$ cat src/rtl/reg_bank_force.sv
// reg_bank_force
//   NUM_CH channels of WIDTH-bit registers sharing one clock. Each channel can
//   be overridden by a per-channel force. The forced value shows on q at once,
//   is captured into the channel on every edge while the force is held, and
//   stays in the channel after the force is released.
//   The mode input selects an addressed write, a shift chain, a rotate or a
//   synchronous clear. A saturating counter tracks accepted operations, and
//   an error pulse flags writes to channels that do not exist.
//
// Ports
//   clk      rising-edge clock
//   rst      asynchronous active-high reset
//   mode     00 write/hold, 01 shift, 10 rotate, 11 sync clear
//   wr_en    write strobe (mode 00 only)
//   wr_addr  write target channel
//   din      write data (mode 00) / shift-in data (mode 01)
//   frc_en   per-channel force enable
//   frc_val  force value shared by all channels
//   q        visible channel values, channel i at [i*WIDTH +: WIDTH]
//   wr_cnt   saturating count of accepted operations
//   wr_err   one-cycle pulse after an out-of-range write
module reg_bank_force #(
    parameter int               WIDTH   = 8,
    parameter int               NUM_CH  = 4,
    parameter int               AW      = 2,
    parameter int               CNT_W   = 8,
    parameter logic [WIDTH-1:0] RST_VAL = '0
) (
    input  logic                    clk,
    input  logic                    rst,
    input  logic [1:0]              mode,
    input  logic                    wr_en,
    input  logic [AW-1:0]           wr_addr,
    input  logic [WIDTH-1:0]        din,
    input  logic [NUM_CH-1:0]       frc_en,
    input  logic [WIDTH-1:0]        frc_val,
    output logic [NUM_CH*WIDTH-1:0] q,
    output logic [CNT_W-1:0]        wr_cnt,
    output logic                    wr_err
);

    localparam logic [1:0] MODE_WRITE  = 2'b00;
    localparam logic [1:0] MODE_SHIFT  = 2'b01;
    localparam logic [1:0] MODE_ROTATE = 2'b10;
    localparam logic [1:0] MODE_CLEAR  = 2'b11;

    // One extra bit so the range check also works when 2^AW == NUM_CH.
    localparam logic [AW:0] NUM_CH_A = (AW+1)'(NUM_CH);

    logic [WIDTH-1:0] regs     [NUM_CH];
    logic [WIDTH-1:0] regs_nxt [NUM_CH];
    logic [WIDTH-1:0] vis      [NUM_CH];
    logic             in_range;
    logic             accept;
    logic             err_nxt;

    // Shift and rotate read from the visible value, so a forced upstream
    // channel feeds its force value down the chain.
    always_comb begin
        for (int i = 0; i < NUM_CH; i++) begin
            vis[i] = frc_en[i] ? frc_val : regs[i];
        end
    end

    // Reset also masks the force on the visible output.
    genvar g;
    generate
        for (g = 0; g < NUM_CH; g++) begin : g_q
            assign q[g*WIDTH +: WIDTH] = rst ? RST_VAL : vis[g];
        end
    endgenerate

    assign in_range = ({1'b0, wr_addr} < NUM_CH_A);

    always_comb begin
        for (int i = 0; i < NUM_CH; i++) begin
            regs_nxt[i] = regs[i];
        end
        accept  = 1'b0;
        err_nxt = 1'b0;

        case (mode)
            MODE_WRITE: begin
                if (wr_en) begin
                    if (in_range) begin
                        for (int i = 0; i < NUM_CH; i++) begin
                            if (wr_addr == AW'(i) && !frc_en[i]) begin
                                regs_nxt[i] = din;
                                accept      = 1'b1;
                            end
                        end
                    end else begin
                        err_nxt = 1'b1;
                    end
                end
            end
            MODE_SHIFT: begin
                regs_nxt[0] = din;
                for (int i = 1; i < NUM_CH; i++) begin
                    regs_nxt[i] = vis[i-1];
                end
                accept = 1'b1;
            end
            MODE_ROTATE: begin
                regs_nxt[0] = vis[NUM_CH-1];
                for (int i = 1; i < NUM_CH; i++) begin
                    regs_nxt[i] = vis[i-1];
                end
                accept = 1'b1;
            end
            MODE_CLEAR: begin
                for (int i = 0; i < NUM_CH; i++) begin
                    regs_nxt[i] = RST_VAL;
                end
            end
            default: ;
        endcase

        // Force wins over every mode and is what makes release hold the value.
        for (int i = 0; i < NUM_CH; i++) begin
            if (frc_en[i]) begin
                regs_nxt[i] = frc_val;
            end
        end
    end

    always_ff @(posedge clk or posedge rst) begin
        if (rst) begin
            for (int i = 0; i < NUM_CH; i++) begin
                regs[i] <= RST_VAL;
            end
            wr_cnt <= '0;
            wr_err <= 1'b0;
        end else begin
            for (int i = 0; i < NUM_CH; i++) begin
                regs[i] <= regs_nxt[i];
            end
            wr_err <= err_nxt;
            if (mode == MODE_CLEAR) begin
                wr_cnt <= '0;
            end else if (accept && (wr_cnt != {CNT_W{1'b1}})) begin
                wr_cnt <= wr_cnt + 1'b1;
            end
        end
    end

endmodule

$ cat config.mk
export PLATFORM = sky130hd
export DESIGN_NAME = reg_bank_force
export DESIGN_NICKNAME = d
export VERILOG_FILES = /design/src/rtl/reg_bank_force.sv
export SDC_FILE = /design/constraint.sdc
export NUM_CORES = 1
export LEC_CHECK = 0
export BUFFER_PORTS_ARGS = -buffer_cell sky130_fd_sc_hd__buf_4
export CORE_MARGIN = 5
export CORE_UTILIZATION = 35
export CTS_CLUSTER_DIAMETER = 80
export DETAILED_ROUTE_END_ITERATION = 6
export MAX_ROUTING_LAYER = met4
export PLACE_DENSITY_LB_ADDON = 0.12
export SLEW_MARGIN = 15
export SYNTH_ARGS = -nofsm -noshare
export SYNTH_HDL_FRONTEND = slang
export SYNTH_SLANG_ARGS = --single-unit
$ cat constraint.sdc
create_clock -name clk -period 2 [get_ports clk]
set_input_delay 0 -clock clk [delete_from_list [all_inputs] [get_ports clk]]
set_output_delay 0 -clock clk [all_outputs]
set_load 0.02 [all_outputs]
== Word-level counts from Yosys, hierarchy flattened ==
Index checks and enable logic that the tools add are counted.
Storage, ports and cells
  bits in registers: 40
  input bits: 27
  output and inout bits: 41
  word-level logic and storage cells: 64
Cells by class
  $add $sub $neg: 1
  equal/unequal tests: 15
  mux-type cells: 26
  reductions and logical operators: 17
Operators with widths (count)
  $mux W8: 18
  $pmux W32 S4: 1
  $mux W32: 1
  $ne A3 B3 Y1 const B: 8
  $add A8 B1 Y8 const B: 1
  $eq A2 B2 Y1 const B: 4
  $ne A8 B8 Y1 const B: 1
  $reduce_and A2 Y1: 4
  $logic_and A1 B1 Y1: 5
  $mux W1: 5
  $eq A2 B1 Y1 const B: 2
  $logic_not A1 Y1: 4
  $logic_not A2 Y1: 2
  $pmux W1 S2: 1
  $reduce_bool A2 Y1: 1
  $reduce_or A2 Y1: 1

== Longest topological paths before layout ==
  depth in word-level cells: 11
  gate-level depth with buffers: 8

== Worst setup path after synthesis ==
No wires, ideal clock.
  path type: reg2reg
  from: reg wr_cnt[0]
  to: reg wr_cnt[3]
  data arrival time: 1590 ps
  slack: 332 ps
  stages on the path, launching flop included: 6
  clock period less this slack: 1668 ps
  cell sequence: dfrtp_1 ha_1 nand4_1 nor2_1 or4_1 a21oi_1
On the way
  cells in the longest elaborated chain, start to end: 3
  elaborated cells between the ends (all ways): 6
Ends and longest elaborated chain
  start, declared: RTL line 38  | output logic [CNT_W-1:0] wr_cnt,
  start signal, assigned: RTL line 142  | wr_cnt <= wr_cnt + 1'b1;
  $add A8 B1 Y8 / $ne A8 B8 Y1 (equally long branches): RTL line 142, 141
  $mux W8 / $logic_and A1 B1 Y1 (equally long branches): RTL line 141  | end else if (accept && (wr_cnt != {CNT_W{1'b1}})) begin
  $mux W8 / $reduce_bool A2 Y1 (equally long branches)
Parallel ways exist; a longest one is shown, timed or not. The select of a mux whose other input is x is not followed.
A chain may end at the register's enable or synchronous reset.

== Final worst setup path ==
  from: in rst
  to: out q[11]
On the way
  cells in the longest elaborated chain, start to end: 1
Ends and longest elaborated chain
  start, declared: RTL line 30  | input logic rst,
  $mux W8: RTL line 69  | assign q[g*WIDTH +: WIDTH] = rst ? RST_VAL : vis[g];
  end, declared: RTL line 37  | output logic [NUM_CH*WIDTH-1:0] q,
Every way passes these cells.

==> flow_metrics.env <==
export IMPL_worstPathRequired_ns=2.00
export IMPL_nets=415
export IMPL_yosys_area_top_type_share_pct=36.4
export IMPL_synth_top_family_by_area="compound AO/OA/AOI/OAI gates"
export IMPL_synth_edf_count=0
export IMPL_drive_gt1_share_pct=26.6
export IMPL_final_cell_mix="77 x buf_4, 40 x dfrtp_1, 36 x nand2_1"
export IMPL_hp_class="in2reg"
export IMPL_min_to="regs[22]"
export IMPL_vias=2599
export IMPL_cts_tree="built"
export IMPL_yosys_area_share_simple_pct=17.4
export IMPL_ir_drop_uv=472
export IMPL_synthTopCellsByArea="dfrtp_1 36%, mux2i_1 12%, o21ai_0 5.1%, nand2_1 4.9%, a21oi_1 4.0%"
export IMPL_holdPathStages=3
export IMPL_rows=32
export IMPL_fin_crit_sh_pct=91.4
export IMPL_rsz0062_at_grt="no"
export IMPL_cts_max_level=2
export IMPL_cts_root_buf="clkbuf_8"
export IMPL_finalHoldViolCount=0
export IMPL_drtPass1Iterations=6
export IMPL_slew_headroom_pct=52.5
export IMPL_mostFrequentLayoutCell="buf_4"
export IMPL_ant_nets=0
export IMPL_maxCapViolations=0
export IMPL_synth_mux_area_share_pct=16.7
export IMPL_synth_nets=345
export IMPL_yosysSeqAreaShare_pct=36.4
export IMPL_leakagePower_nw=1.70
export IMPL_routed_wl_um=8530
export IMPL_coreArea_um2=7690
export IMPL_yosys_area_share_adder_pct=2.28
export IMPL_syn2layout_area_growth_pct=29.5
export IMPL_antenna_cells=0
export IMPL_worst_ep_arrival_time_ns=1.83
export IMPL_cts_made_buffers=5
export IMPL_period_needed_ns=1.83
export IMPL_dpl_hpwl_um=5870
export IMPL_synth_compound_area_share_pct=22.2
export IMPL_tightest_slew_ns=0.713
export IMPL_clkTransAtPathRegs_ns=0.08
export IMPL_vias_per_cell=5.35
export IMPL_start_util_pct=35.8
export IMPL_hp_start="din[6]"
export IMPL_drcViolationCount=0
export IMPL_num_fill_cells=801
export IMPL_synth_seq_cells=40
export IMPL_syn_area_um2=2750
export IMPL_worstReg2RegStart="wr_cnt[1]"
export IMPL_cp_end_kind="primary output"
export IMPL_clk_path_buf_depth=2
export IMPL_setup_viol=0
export IMPL_start_kind="primary input"
export IMPL_drv_slew=0
export IMPL_grt_max_degree=26
export IMPL_grt_ovfl_total=0
export IMPL_crit_path_max_fanout=25
export IMPL_cts_repair_resized=0
export IMPL_cts_sinks=40
export IMPL_pwr_density_cell_nw_per_um2=691
export IMPL_grt_first_pass_wirelength_um=13800
export IMPL_num_io_pins=68
export IMPL_dieArea_um2=9730
export IMPL_regToRegSetupSlack_ns=0.24
export IMPL_routedWlPerCell_um=17.6
export IMPL_ff2ff_path_depth=5
export IMPL_finClkSkew_ns=0.00569
export IMPL_portBuffers=66
export IMPL_first_global_vias=2610
export IMPL_outcome="finished clean"
export IMPL_async_flop_share_pct=100
export IMPL_first_iter_violations=97
export IMPL_setup_tns_ns=0
export IMPL_r2r_end="wr_cnt[2]"
export IMPL_grt_use_total_pct=18.3
export IMPL_die_width_um=98.6
export IMPL_avgSynthCellArea_um2=8.78
export IMPL_synth_xor_area_share_pct=0
export IMPL_die_h_um=98.6
export IMPL_synth_largest_area_cell="dfrtp_1"
export IMPL_ys_types=44
export IMPL_netlist_instances=313
export IMPL_synth_main_ff_cell="dfrtp_1"
export IMPL_antenna_found_initial=0
export IMPL_design_power_total_mw=2.46
export IMPL_setup_worst_path_class="in2out"
export IMPL_fmax_mhz=547
export IMPL_yosys_warnings=0
export IMPL_insertion_delay_ns=0.30
export IMPL_gp_congestion=0.839
## per-layer routing
metal	vias up	wire (um)	share of wire [%]	track usage, %
li1	1267	-	-	-
met1	1256	4220	49	25.6
met2	68	3820	45	27.6
met3	8	392	4.6	2.69
met4	0	93	1.1	5.04
met5	-	0	0	-
## report_power, final
part           total (mW)  internal, mW  switching, mW
combinational       0.743         0.321          0.422
clock               0.754         0.441          0.313
sequential          0.963         0.899         0.0636
total                2.46          1.66          0.799
## how the worst max path moves through the flow
stage               slack [ns]  cells past startpoint  startpoint        end
floorplan                 0.33                      5   wr_cnt[0]  wr_cnt[3]
global placement          0.35                      7     mode[0]  wr_cnt[7]
detailed placement        0.27                      5   wr_cnt[0]  wr_cnt[2]
CTS                       0.16                      6         rst      q[11]
global route              0.02                      6         rst      q[15]
finish                    0.17                      6         rst      q[11]
## critical path, cell delays in order
cell and delay (ns):
dlygate4sd3_1 0.53, buf_4 0.31, clkinv_1 0.34, buf_4 0.33, and2_1 0.17, buf_4 0.15
## stage by stage
stage / area (um^2) / hold WS [ns] / utilization, % / cells / setup slack [ns]
final: 3560 / 0.00257 / 46.3 / 486 / 0.173
after global routing: 3560 / 0.0176 / 46.3 / 486 / 0.0166
after CTS: 3560 / 0.000506 / 46.3 / 486 / 0.161
after detailed placement: 3340 / 0.0793 / 43.5 / 469 / 0.269
after global placement: 3340 / 0.0759 / 43.5 / 469 / 0.350
after floorplan: 2750 / 0.117 / - / 313 / 0.332
## flip-flops by register name, indices dropped and copies added, names as in the netlist
name / count
regs: 32
wr_cnt: 8
## final cells by class
cell class / instances / area [um^2] / area share, %
clock buffer: 7 / 96.3 / 2.71
clock inverter: 1 / 30.0 / 0.844
inverter: 6 / 22.5 / 0.633
multi-input combinational: 244 / 1610 / 45.3
sequential: 40 / 1000 / 28.1
tap: 102 / 128 / 3.59
timing repair buffer: 86 / 668 / 18.8
## logic make-up (layout without fill, tap and decap cells)
logic type / Yosys count / in the layout
other cells: 1 / 1
compound gates: 93 / 93
simple gates: 101 / 101
buf+inv: 29 / 100
flops: 40 / 40
fa+ha+maj: 5 / 5
mux: 44 / 44
## synth_stat cells, drive strengths merged, types with 2 or more instances
master / instances
dfrtp: 40
ha: 5
a21oi: 22
or4: 3
o2bb2ai: 8
nor3: 2
nand3: 4
or3: 2
nand2b: 9
nand3b: 2
mux2i: 36
and2: 8
nand2: 36
nor2: 28
o31ai: 2
a221o: 7
inv: 6
a31oi: 8
buf: 10
o21ai: 29
mux2: 8
a221oi: 3
a21o: 8
and3: 2
clkbuf: 13
## what timing repair did
item	4_1_cts	5_1_grt
hold buffers	9	0
endpoints found under the hold margin	40	0
buffers inserted	0	0
Note: power is estimated with default switching activity, not from simulation.
